**config.mk**
```make
export PLATFORM = sky130hd
export DESIGN_NAME = arb_prio_rr8
export DESIGN_NICKNAME = d
export VERILOG_FILES = /design/src/rtl/arb_pkg.sv /design/src/rtl/rr_priority_pick.sv /design/src/rtl/arb_prio_rr8.sv
export SDC_FILE = /design/constraint.sdc
export NUM_CORES = 1
export LEC_CHECK = 0
export CAP_MARGIN = 15
export CORE_ASPECT_RATIO = 1.2
export CORE_MARGIN = 2
export CORE_UTILIZATION = 60
export CTS_CLUSTER_DIAMETER = 150
export DETAILED_ROUTE_END_ITERATION = 6
export DONT_BUFFER_PORTS = 1
export GPL_TIMING_DRIVEN = 1
export PLACE_DENSITY = 0.76
export REMOVE_ABC_BUFFERS = 1
export SLEW_MARGIN = 30
export SYNTH_ARGS = -nofsm -noshare
export SYNTH_HDL_FRONTEND = slang
export SYNTH_SLANG_ARGS = --single-unit
```
**constraint.sdc**
```tcl
create_clock -name clk -period 5.4 [get_ports clk]
set_input_delay 1.08 -clock clk [delete_from_list [all_inputs] [get_ports clk]]
set_output_delay 1.08 -clock clk [all_outputs]
set_load 0.02 [all_outputs]
```
**src/rtl/arb_pkg.sv**
```systemverilog
// arb_pkg: shared FSM states, mode encodings and one-hot decode for the 8-way arbiter
package arb_pkg;
  typedef enum logic [1:0] {
    ST_IDLE,
    ST_GRANT,
    ST_RELEASE
  } arb_state_e;
  localparam logic ARB_MODE_FIXED = 1'b0;
  localparam logic ARB_MODE_RR    = 1'b1;
  function automatic logic [2:0] oh2idx(input logic [7:0] oh);
    logic [2:0] idx;
    idx = '0;
    for (int i = 0; i < 8; i++) idx = oh[i] ? (idx | 3'(i)) : idx;
    return idx;
  endfunction
endpackage

```
**src/rtl/rr_priority_pick.sv**
```systemverilog
// rr_priority_pick: rotate requests so the pointer lands at bit 0, take the lowest set bit, rotate back
module rr_priority_pick (
  input  logic [7:0] req,
  input  logic [2:0] ptr,
  input  logic       rr,
  output logic       pick_valid,
  output logic [2:0] pick_id
);
  logic [2:0] p;
  logic [7:0] rot;
  logic [2:0] enc;
  assign p = rr ? ptr : 3'd0;
  always_comb begin
    rot = '0;
    enc = '0;
    for (int i = 0; i < 8; i++) rot[i] = req[p + 3'(i)];
    for (int i = 7; i >= 0; i--) enc = rot[i] ? 3'(i) : enc;
  end
  assign pick_valid = |req;
  assign pick_id    = enc + p;
endmodule

```
**src/rtl/arb_prio_rr8.sv**
```systemverilog
// arb_prio_rr8: eight-client fixed/round-robin arbiter with hold budget and one dead cycle between owners
module arb_prio_rr8 import arb_pkg::*; #(
  parameter int NUM_REQ  = 8,
  parameter int MAX_HOLD = 16,
  parameter int HOLD_W   = 5
) (
  input  logic               clk,
  input  logic               rst_n,
  input  logic               enable,
  input  logic               clear,
  input  logic               mode_rr,
  input  logic [NUM_REQ-1:0] req,
  output logic [NUM_REQ-1:0] gnt,
  output logic [2:0]         gnt_id,
  output logic               gnt_valid,
  output logic               preempt
);
  localparam logic [HOLD_W-1:0] HOLD_MAX  = HOLD_W'(MAX_HOLD);
  localparam logic [HOLD_W-1:0] HOLD_LAST = HOLD_W'((MAX_HOLD == 0) ? 0 : MAX_HOLD - 1);
  arb_state_e        state_q, state_d;
  logic [7:0]        gnt_q, gnt_d;
  logic [2:0]        gnt_id_q, gnt_id_d, ptr_q, ptr_d, pick_id;
  logic              gnt_valid_q, gnt_valid_d, preempt_q, preempt_d, pick_valid;
  logic [HOLD_W-1:0] hold_q, hold_d;
  logic              owner_req, others_req, hold_exp;
  rr_priority_pick u_pick (
    .req       (req),
    .ptr       (ptr_q),
    .rr        (mode_rr == ARB_MODE_RR),
    .pick_valid(pick_valid),
    .pick_id   (pick_id)
  );
  assign owner_req  = |(req & gnt_q);
  assign others_req = |(req & ~gnt_q);
  assign hold_exp   = (MAX_HOLD != 0) && (hold_q == HOLD_LAST);
  always_comb begin
    state_d   = state_q;
    gnt_d     = gnt_q;
    ptr_d     = ptr_q;
    hold_d    = hold_q;
    preempt_d = 1'b0;
    case (state_q)
      ST_IDLE: if (enable && pick_valid) begin
        state_d = ST_GRANT;
        gnt_d   = 8'b1 << pick_id;
        ptr_d   = pick_id + 3'd1;
        hold_d  = '0;
      end
      ST_GRANT: begin
        hold_d = (hold_q == HOLD_MAX) ? hold_q : hold_q + 1'b1;
        // an owner dropping req on the expiry cycle is a normal release, not a preemption
        if (!owner_req || (hold_exp && others_req)) begin
          state_d   = ST_RELEASE;
          gnt_d     = '0;
          preempt_d = owner_req;
        end
      end
      default: state_d = ST_IDLE;
    endcase
    gnt_id_d    = oh2idx(gnt_d);
    gnt_valid_d = |gnt_d;
  end
  always_ff @(posedge clk) begin
    if (!rst_n || clear) begin
      state_q     <= ST_IDLE;
      gnt_q       <= '0;
      gnt_id_q    <= '0;
      gnt_valid_q <= 1'b0;
      preempt_q   <= 1'b0;
      ptr_q       <= '0;
      hold_q      <= '0;
    end else begin
      state_q     <= state_d;
      gnt_q       <= gnt_d;
      gnt_id_q    <= gnt_id_d;
      gnt_valid_q <= gnt_valid_d;
      preempt_q   <= preempt_d;
      ptr_q       <= ptr_d;
      hold_q      <= hold_d;
    end
  end
  assign gnt       = gnt_q;
  assign gnt_id    = gnt_id_q;
  assign gnt_valid = gnt_valid_q;
  assign preempt   = preempt_q;
endmodule

```
==> results of run 1 <==
metal layers:
layer | track usage (%) | vias to the layer above | share of wire, %
li1 | - | 685 | -
met4 | 9.29 | 0 | 1.2
met2 | 41.7 | 58 | 50
met5 | 0 | - | 0
met1 | 32.8 | 658 | 41
met3 | 3.79 | 8 | 7.6
critical path: stages:
cell      delay [ns]
nand2_1         0.16
ha_1            0.41
mux4_2          0.54
nand2b_1        0.17
o211ai_1        0.12
a21o_1          0.24
nand3_1         0.12
fa_1            0.39
xor2_1          0.31
xor2_2          0.27
inv_2           0.10
ha_1            0.23
a22o_1          0.23
a221oi_1        0.25
a21oi_1         0.11
metrics by stage:
stage                     total power, W  area [um2]  hold slack [ns]  utilization [%]  std cells
final                           0.000365        1780            0.579             63.5        215
after global routing            0.000386        1780            0.609             63.5        215
after global placement          0.000285        1760            0.541             62.5        211
after detailed placement        0.000289        1760            0.554             62.5        211
after floorplan                 0.000269        1710            0.509                -        176
after CTS                       0.000368        1780            0.582             63.5        215
cell usage after synthesis (4+ instances only):
| library cell | instances |
|---|---|
| inv_1 | 14 |
| or4_1 | 4 |
| mux4_2 | 5 |
| ha_1 | 9 |
| a22oi_1 | 4 |
| xor2_1 | 6 |
| nor2_1 | 12 |
| o22ai_1 | 4 |
| a32o_1 | 6 |
| mux2i_1 | 13 |
| and2_1 | 4 |
| nand2_1 | 13 |
| a31oi_1 | 4 |
| dfxtp_1 | 23 |
worst paths after layout:
path | startpoint | endpoint | depth (start not counted)
worst min register to register | hold_q[0]$_SDFFE_PP0P_ | hold_q[0]$_SDFFE_PP0P_ | 2
worst max-delay path | mode_rr | gnt_valid$_SDFF_PP0_ | 15
worst max register to register | ptr_q[0]$_SDFFE_PP0P_ | gnt_valid$_SDFF_PP0_ | 15
worst min-delay path | hold_q[0]$_SDFFE_PP0P_ | hold_q[0]$_SDFFE_PP0P_ | 2
area by class of cell:
class	instances	share of cell area (%)
clock buffers	4	1.47
multi-input cells	138	66.8
well taps	34	2.38
flip-flops and latches	23	25.8
inverters	15	3.16
repair buffers	1	0.421
sequential cells by signal, indices dropped and copies added, names as in the netlist:
signal	count
ptr_q	3
gnt_id	3
state_q	2
hold_q	5
gnt	8
preempt	1
gnt_valid	1
layout by cell type, fill, tap and decap left out, types with 2 or more instances in the layout:
master / n
mux4_1: 3
a32o_1: 6
nor3_1: 3
o31a_1: 2
nor2_1: 12
a31oi_1: 4
xnor2_1: 2
dfxtp_1: 23
a21oi_1: 3
and2_1: 4
mux4_2: 5
a21o_1: 2
o21ai_0: 3
nand3_1: 3
a22oi_1: 4
nand2b_1: 3
nand2_1: 13
clkbuf_4: 3
a22o_1: 2
or4_1: 4
nand2_2: 2
nor2b_1: 2
o22ai_1: 4
and3_1: 3
inv_1: 14
mux2i_1: 13
xor2_1: 6
ha_1: 9
nand4_1: 2
cells by family (layout without fill, tap and decap cells):
family,after synthesis,after routing,synth area share [%]
adders and majority gates,10,10,7.51
AOI/OAI and AO/OA,41,41,19.3
xor gates and xnor gates,9,9,4.89
buffers and inverters,22,20,6.51
and+or+nand+nor,56,56,16.7
muxes,22,22,19.1
DFF,23,23,26.1
power by group:
part | total, W | switching (W) | internal, W
logic | 0.000103 | 0.0000578 | 0.0000456
clock network | 0.0000775 | 0.0000487 | 0.0000288
registers | 0.000184 | 0.00000939 | 0.000175
total | 0.000365 | 0.000116 | 0.000249
==> impl_results.md, run 1 <==
* Routed via count at about 1400
* PortBufs at 0
* Nature of the critical path endpoint: flip-flop
* Synth Area per Inst at about 9.7 um2
* Starting DRC count in detailed routing at 58
* Initial Util at between 60% and 70%
* Worst-Margin Slew at 0.811 ns
* Slew Viols, Final at 0
* Initial DRT Pass Iterations at 4
* Mapped cell area at around 0.0018 mm2
* GRT Util Overall at between 20% and 30%
* Outcome: finished clean
* Final hold viol count at 0
* Share of layout cells above drive strength 1 at 11.0%
* Row cnt at 21
* Worst endpoint required time at 5.58 ns
* Clk_skew at approximately 0.0038 ns
* Asr flop ratio synth at 0%
* Final min period at roughly 4.5 ns
* Die height at about 63 um
* Area of the multi-input gates at 0.00119 mm2
* Leakage dissipation at between 0.7 and 0.8 nW
* Library cells used by synthesis at 52
* RSZ-0062 raised after global routing: false
* Clock Latency Late Sink at 0.30 ns
* First-pass GRT wire length at between 6000 and 7000 um
* DPL Wire Length at ~3000 um
* Final setup vio count at 0
* Largest net degree at the start of global routing at 17
* Achievable Freq at between 200 and 250 MHz
* Final worst setup slack at approximately 0.85 ns
* Antenna-violating nets left at 0
* Num CTS Buffers at 3
* Post-Route WL at between 3000 and 4000 um
* Crit path DAT at about 4.7 ns
* CTS tree: built
* Worst min-delay path class: reg -> reg
* # IOs at 26
* Leading area contributor after synthesis: dfxtp_1
* Top_reg_cell synth: dfxtp_1
* Crit-path max FO at 10
* VDD IR-drop max at about 0.16 mV
* Grt ovf at 0
* Max_cap viols at 0
* Yosys top cell area share at 26.1%
* Startpoint types: primary input
* Reg clk slew, reported paths at 0.12 ns
* Die width at 53.5 um
* Seq/Total Area, Yosys at 26.1%
* Power density over the cells at 205 mW/mm2
* H-tree levels at 1
* Clock buffer depth at 2
* Seq. cell area at ~460 um2
* Via-to-Cell Ratio at around 6.6
* Drt drc at 0
* Initial antenna violation count at 0
* Cells after synthesis at ~180
* Area contributors post-synth: dfxtp_1, mux2i_1, ha_1
* N_diodes at 0
* Post-synth EDFFs at 0
* Layout Nets at around 210
* Post-CTS resize count at 0
* Worst setup path class: in -> reg
* # hold bufs at CTS at 0
* Vias in the first global route at approximately 1400
* Synth warn at 0
* R2R setup slack at 1.12 ns
* Layout area overhead at 0.991%
* Placement Setup Slack at around 0.55 ns
* # fillers at approximately 230
* Final setup TNS at 0 ns
* DR WL/cell at 17.8 um
* Post-CTS setup buffers at 0
* Core box area at between 0.002 and 0.003 mm2
* Clk sinks at 23
* Seq cells post-synth at 23
* Clk root buf: clkbuf_4
* Die area at approximately 0.0034 mm2
* Final period util at a little over four fifths
* GPL Wtd Cong at 0.791
* Worst relative slew slack at 45.8%
No activity file was read; power rests on OpenSTA's default activity.
==> run 2, diff against run 1 <==
==> constraint.sdc (replaced) <==
create_clock -name clk -period 4.5 [get_ports clk]
set_input_delay 0.9 -clock clk [delete_from_list [all_inputs] [get_ports clk]]
set_output_delay 0.9 -clock clk [all_outputs]
set_load 0.02 [all_outputs]
==> run 2 against run 1 <==
Register-to-register slack lost 0.76 ns; non-clock buffer count grew 3; critical endpoint unchanged; critical path type is now reg -> reg; flip-flop and latch count stayed put; highest routed layer unchanged; sequential power up 20%.
==> impl_results.md, run 2 (synthesis results as in run 1) <==
* Leakage dissipation at 0.795 nW
* DPL Wire Length at 3230 um
* Layout Nets at between 200 and 250
* Crit path DAT at approximately 4.3 ns
* Clock buffer depth at 2
* Max_cap viols at 0
* Antenna-violating nets left at 0
* Achievable Freq at between 200 and 250 MHz
* Post-Route WL at around 4100 um
* Via-to-Cell Ratio at approximately 6.6
* Worst endpoint required time at 4.68 ns
* Post-CTS resize count at 0
* Layout area overhead at 2.27%
* VDD IR-drop max at between 0.2 and 0.3 mV
* Row cnt at 21
* H-tree levels at 1
* Sw Ratio at 32.1%
* N_diodes at 0
* Initial DRT Pass Iterations at 4
* Crit-path max FO at 11
* Slew Viols, Final at 0
* Final setup vio count at 0
* Path depth of the worst reg2reg path at 15
* Power density over the cells at roughly 250 mW/mm2
* Comb pwr share at 29.1%
* Grt ovf at 0
* Commonest non-fill, non-tap cell in the layout: dfxtp_1
* Worst relative slew slack at a little under half
* # IOs at 26
* Num CTS Buffers at 3
* Reg2reg end: gnt_valid$_SDFF_PP0_
* Worst setup path class: reg -> reg
* Clock power share at around a fifth
* Hold_sp: ptr_q[2]$_SDFFE_PP0P_
* GRT Util Overall at approximately 27%
* Outcome: finished clean
* Die height at between 60 and 70 um
* Most frequent cells in the layout: dfxtp_1, inv_1, mux2i_1, nand2_1, nor2_1
* Clock Latency Late Sink at ~0.31 ns
* Routed via count at ~1400
* # hold bufs at CTS at 0
* Drt drc at 0
* Hold slack at between 0.5 and 0.6 ns
* Final min period at 4.14 ns
* RSZ-0062 raised after global routing: false
* Worst hold stages at 2
* Worst-Margin Slew at between 0.8 and 0.9 ns
* Initial Util at between 60% and 70%
* Clk root buf: clkbuf_4
* Final period util at approximately nine tenths
* Die width at about 54 um
* Vias in the first global route at ~1500
* Nature of the critical path endpoint: flip-flop
* Internal power at slightly above 0.0003 W
* WHS Endpoint: ptr_q[2]$_SDFFE_PP0P_
* Worst reg2reg startpoint: ptr_q[0]$_SDFFE_PP0P_
* Startpoint types: flip-flop
* Worst min-delay path class: reg -> reg
* DR WL/cell at between 15 and 20 um
* Final setup TNS at 0 ns
* Die area at 0.00340 mm2
* Max FFs per register at 8
* Post-CTS setup buffers at 0
* GPL Wtd Cong at 0.879
* Starting DRC count in detailed routing at 24
* Clk_skew at 0.00812 ns
* Sw power at between 0.0001 and 0.00015 W
* Initial antenna violation count at 0
* First-pass GRT wire length at about 6900 um
* Register share of total power at around half
* PortBufs at 0
* CTS tree: built
* Share of layout cells above drive strength 1 at about an eighth
* Core box area at between 0.002 and 0.003 mm2
* R2R setup slack at roughly 0.36 ns
* Clk sinks at 23
* Largest net degree at the start of global routing at 17
* Final hold viol count at 0
* Reg clk slew, reported paths at around 0.11 ns
-- run 2: cell types whose count changed in the layout (fill, tap and decap cells not counted), sizes merged --
cell	before	now
buf	1	4
-- run 2: power groups by stage --
stage               Clock (W)  Sequential [W]  Combinational (W)
CTS                 0.0000960        0.000221           0.000129
global placement            0        0.000225           0.000122
global route         0.000105        0.000222           0.000142
finish              0.0000945        0.000221           0.000130
detailed placement          0        0.000226           0.000127
floorplan                   0        0.000224          0.0000992
-- run 2: stage by stage --
stage / cells / utilization [%] / total power [W] / area [um2] / setup slack [ns]
after floorplan: 176 / - / 0.000323 / 1710 / 0.145
after global placement: 214 / 63.3 / 0.000347 / 1780 / 0.245
after detailed placement: 214 / 63.3 / 0.000352 / 1780 / 0.0942
after CTS: 218 / 64.3 / 0.000446 / 1810 / 0.393
after global routing: 218 / 64.3 / 0.000469 / 1810 / 0.149
final: 218 / 64.3 / 0.000445 / 1810 / 0.362
-- run 2: layout make-up --
type                            instances  area [um2]
Inverter                               15        56.3
Sequential cell                        23         460
Multi-Input combinational cell        138        1190
Tap cell                               34        42.5
Timing Repair Buffer                    4        30.0
Clock buffer                            4        26.3
Fill cell                             238        1000
-- run 2: how the worst max path moves through the flow --
stage	startpoint	end	slack (ns)	cells after the start
after floorplan	mode_rr	gnt_id[2]$_SDFF_PP0_	0.15	15
after global placement	mode_rr	gnt_id[2]$_SDFF_PP0_	0.25	15
after detailed placement	mode_rr	gnt_id[2]$_SDFF_PP0_	0.09	15
after CTS	ptr_q[0]$_SDFFE_PP0P_	gnt_id[2]$_SDFF_PP0_	0.39	15
after global routing	ptr_q[0]$_SDFFE_PP0P_	gnt_valid$_SDFF_PP0_	0.15	15
final	ptr_q[0]$_SDFFE_PP0P_	gnt_valid$_SDFF_PP0_	0.36	15
-- run 2: layer usage --
layer / wire, um / vias up / GRT usage, %
met5: 0 / - / 0
met4: 55 / 0 / 8.01
met3: 209 / 7 / 4.03
met2: 2160 / 33 / 48.3
met1: 1720 / 714 / 33.0
li1: - / 690 / -
-- run 2: critical path, cell delays in order (launching register included) --
cell,delay (ns)
dfxtp_1,0.53
nand2_4,0.20
ha_1,0.39
mux4_2,0.53
nand2b_1,0.16
o211ai_1,0.13
a21o_1,0.17
nand3_1,0.10
fa_1,0.40
xor2_1,0.33
xor2_2,0.20
inv_2,0.08
ha_1,0.22
a22o_1,0.22
a221oi_1,0.24
a21oi_1,0.11
==> run 3, diff against run 2 <==
--- a/config.mk
+++ b/config.mk
@@ -8,12 +8,12 @@
 export CAP_MARGIN = 15
 export CORE_ASPECT_RATIO = 1.2
 export CORE_MARGIN = 2
-export CORE_UTILIZATION = 60
+export CORE_UTILIZATION = 34
 export CTS_CLUSTER_DIAMETER = 150
 export DETAILED_ROUTE_END_ITERATION = 6
 export DONT_BUFFER_PORTS = 1
-export GPL_TIMING_DRIVEN = 1
-export PLACE_DENSITY = 0.76
+export GPL_TIMING_DRIVEN = 0
+export HOLD_SLACK_MARGIN = 0.15
 export REMOVE_ABC_BUFFERS = 1
 export SLEW_MARGIN = 30
 export SYNTH_ARGS = -nofsm -noshare
==> run 3 against run 2 <==
Sequential share of layout area is 0.89 points lower; highest routed layer unchanged; total power grew 7.3%; largest cell class unchanged; wire length decreased by 5.0%.
==> impl_results.md, run 3 (synthesis results as in run 1) <==
* Sw Ratio at 31.2%
* Die width at about 70 um
* # IOs at 26
* Comb pwr share at about a quarter
* Worst setup path class: in -> reg
* Final hold viol count at 0
* Hold slack at 0.572 ns
* # fillers at ~510
* First-pass GRT wire length at 6640 um
* Worst reg2reg startpoint: ptr_q[0]$_SDFFE_PP0P_
* Final min period at 4.17 ns
* RSZ-0062 raised after global routing: false
* DPL Wire Length at around 3100 um
* Initial antenna violation count at 0
* R2R setup slack at approximately 0.4 ns
* GRT Util Overall at 14.0%
* Reg clk slew, reported paths at approximately 0.09 ns
* Achievable Freq at ~240 MHz
* Slew Viols, Final at 0
* N_diodes at 0
* # hold bufs at CTS at 0
* Commonest non-fill, non-tap cell in the layout: dfxtp_1
* Total power at approximately 0.00048 W
* Routed via count at between 1000 and 1500
* Initial DRT Pass Iterations at 4
* Row cnt at 28
* Worst-Margin Slew at 0.801 ns
* Worst hold stages at 2
* Antenna-violating nets left at 0
* Via-to-Cell Ratio at ~5.7
* Outcome: finished clean
* WHS Endpoint: hold_q[3]$_SDFFE_PP0P_
* Initial Util at ~36%
* Sw power at 0.000149 W
* Worst min-delay path class: reg -> reg
* Clock buffer depth at 2
* Die area at 0.00579 mm2
* Clk sinks at 23
* Starting DRC count in detailed routing at 77
* Clock power share at between 20% and 30%
* Startpoint types: primary input
* Clk root buf: clkbuf_8
* GPL Wtd Cong at 0.723
* Internal power at ~0.00033 W
* Nature of the critical path endpoint: flip-flop
* Largest net degree at the start of global routing at 16
* Worst endpoint required time at about 4.6 ns
* Leakage dissipation at a little over 0.8 nW
* Core box area at ~0.0050 mm2
* Die height at approximately 83 um
* Crit path DAT at 4.30 ns
* H-tree levels at 1
* Final setup vio count at 0
* Post-Route WL at approximately 4000 um
* PortBufs at 0
* Register share of total power at ~46%
* VDD IR-drop max at 0.117 mV
* Clock Latency Late Sink at around 0.27 ns
* Most frequent cells in the layout: dfxtp_1, inv_1, mux2i_1
* Layout area overhead at 5.95%
* Grt ovf at 0
* Hold_sp: hold_q[3]$_SDFFE_PP0P_
* Worst relative slew slack at between 40% and 50%
* CTS tree: built
* Vias in the first global route at 1411
* DR WL/cell at around 16 um
* Reg2reg end: gnt_valid$_SDFF_PP0_
* Clk_skew at 0.00628 ns
* Num CTS Buffers at 3
* Drt drc at 0
* Max_cap viols at 0
* Max FFs per register at 8
* Final period util at ~93%
* Layout Nets at between 200 and 250
* Share of layout cells above drive strength 1 at between 10 and 15%
* Crit-path max FO at 11
* Power density over the cells at roughly 260 mW/mm2
* Path depth of the worst reg2reg path at 15
run 3: cell types whose count changed in the layout (fill, tap and decap cells not counted), sizes merged:
cell / delta
buf: -2
clkinv: +1
clkbuf: -1
run 3: worst max-delay path: stages:
cell      delay [ns]
nand2_4         0.11
ha_4            0.33
mux4_2          0.51
nand2b_1        0.16
o211ai_1        0.12
a21o_1          0.19
nand3_1         0.10
fa_1            0.43
xor2_2          0.26
xor2_2          0.28
inv_2           0.11
ha_1            0.23
a22o_1          0.22
a221oi_1        0.24
a21oi_1         0.11
run 3: how the worst max path moves through the flow:
stage / startpoint / to / slack, ns / cells after the start
finish: mode_rr / gnt_valid$_SDFF_PP0_ / 0.33 / 15
global route: mode_rr / gnt_valid$_SDFF_PP0_ / 0.05 / 15
CTS: mode_rr / gnt_valid$_SDFF_PP0_ / 0.02 / 15
detailed placement: mode_rr / gnt_valid$_SDFF_PP0_ / -0.26 / 15
global placement: mode_rr / gnt_valid$_SDFF_PP0_ / -0.26 / 15
floorplan: mode_rr / gnt_id[2]$_SDFF_PP0_ / 0.15 / 15
run 3: through the flow:
step | instances | setup slack [ns] | setup TNS (ns) | area (um2) | util (%)
floorplan | 176 | 0.145 | 0 | 1710 | -
global placement | 236 | -0.258 | -0.738 | 1780 | 35.8
detailed placement | 237 | -0.261 | -0.735 | 1800 | 36.1
CTS | 241 | 0.0212 | 0 | 1840 | 37.0
global route | 242 | 0.0528 | 0 | 1870 | 37.6
finish | 242 | 0.329 | 0 | 1870 | 37.6
run 3: final cells by class:
type                    instances  area, um2  share of cell area [%]
clock inverters                 1       5.00                   0.267
repair buffers                  2       15.0                   0.802
flip-flops and latches         23        460                    24.6
clock buffers                   3       41.3                    2.21
well taps                      60       75.1                    4.01
inverters                      15       56.3                    3.01
multi-input cells             138       1220                    65.1
run 3: routing by layer:
metal / wire [um] / up-vias / track usage, %
met5: 0 / - / 0
met4: 32 / 0 / 3.32
met3: 201 / 4 / 3.16
met2: 2160 / 28 / 27.5
met1: 1540 / 675 / 14.8
li1: - / 681 / -
run 3: power by group through the flow:
stage	clock network [W]	registers [W]	logic, W
detailed placement	0	0.000226	0.000122
global route	0.000142	0.000222	0.000140
CTS	0.000135	0.000221	0.000123
finish	0.000131	0.000221	0.000126
global placement	0	0.000226	0.000119
floorplan	0	0.000224	0.0000992
run 3: what timing repair did:
action                                  in CTS  in global routing
endpoints found under the setup margin       0                  4
resized for setup                            0                  3
setup buffers                                0                  1
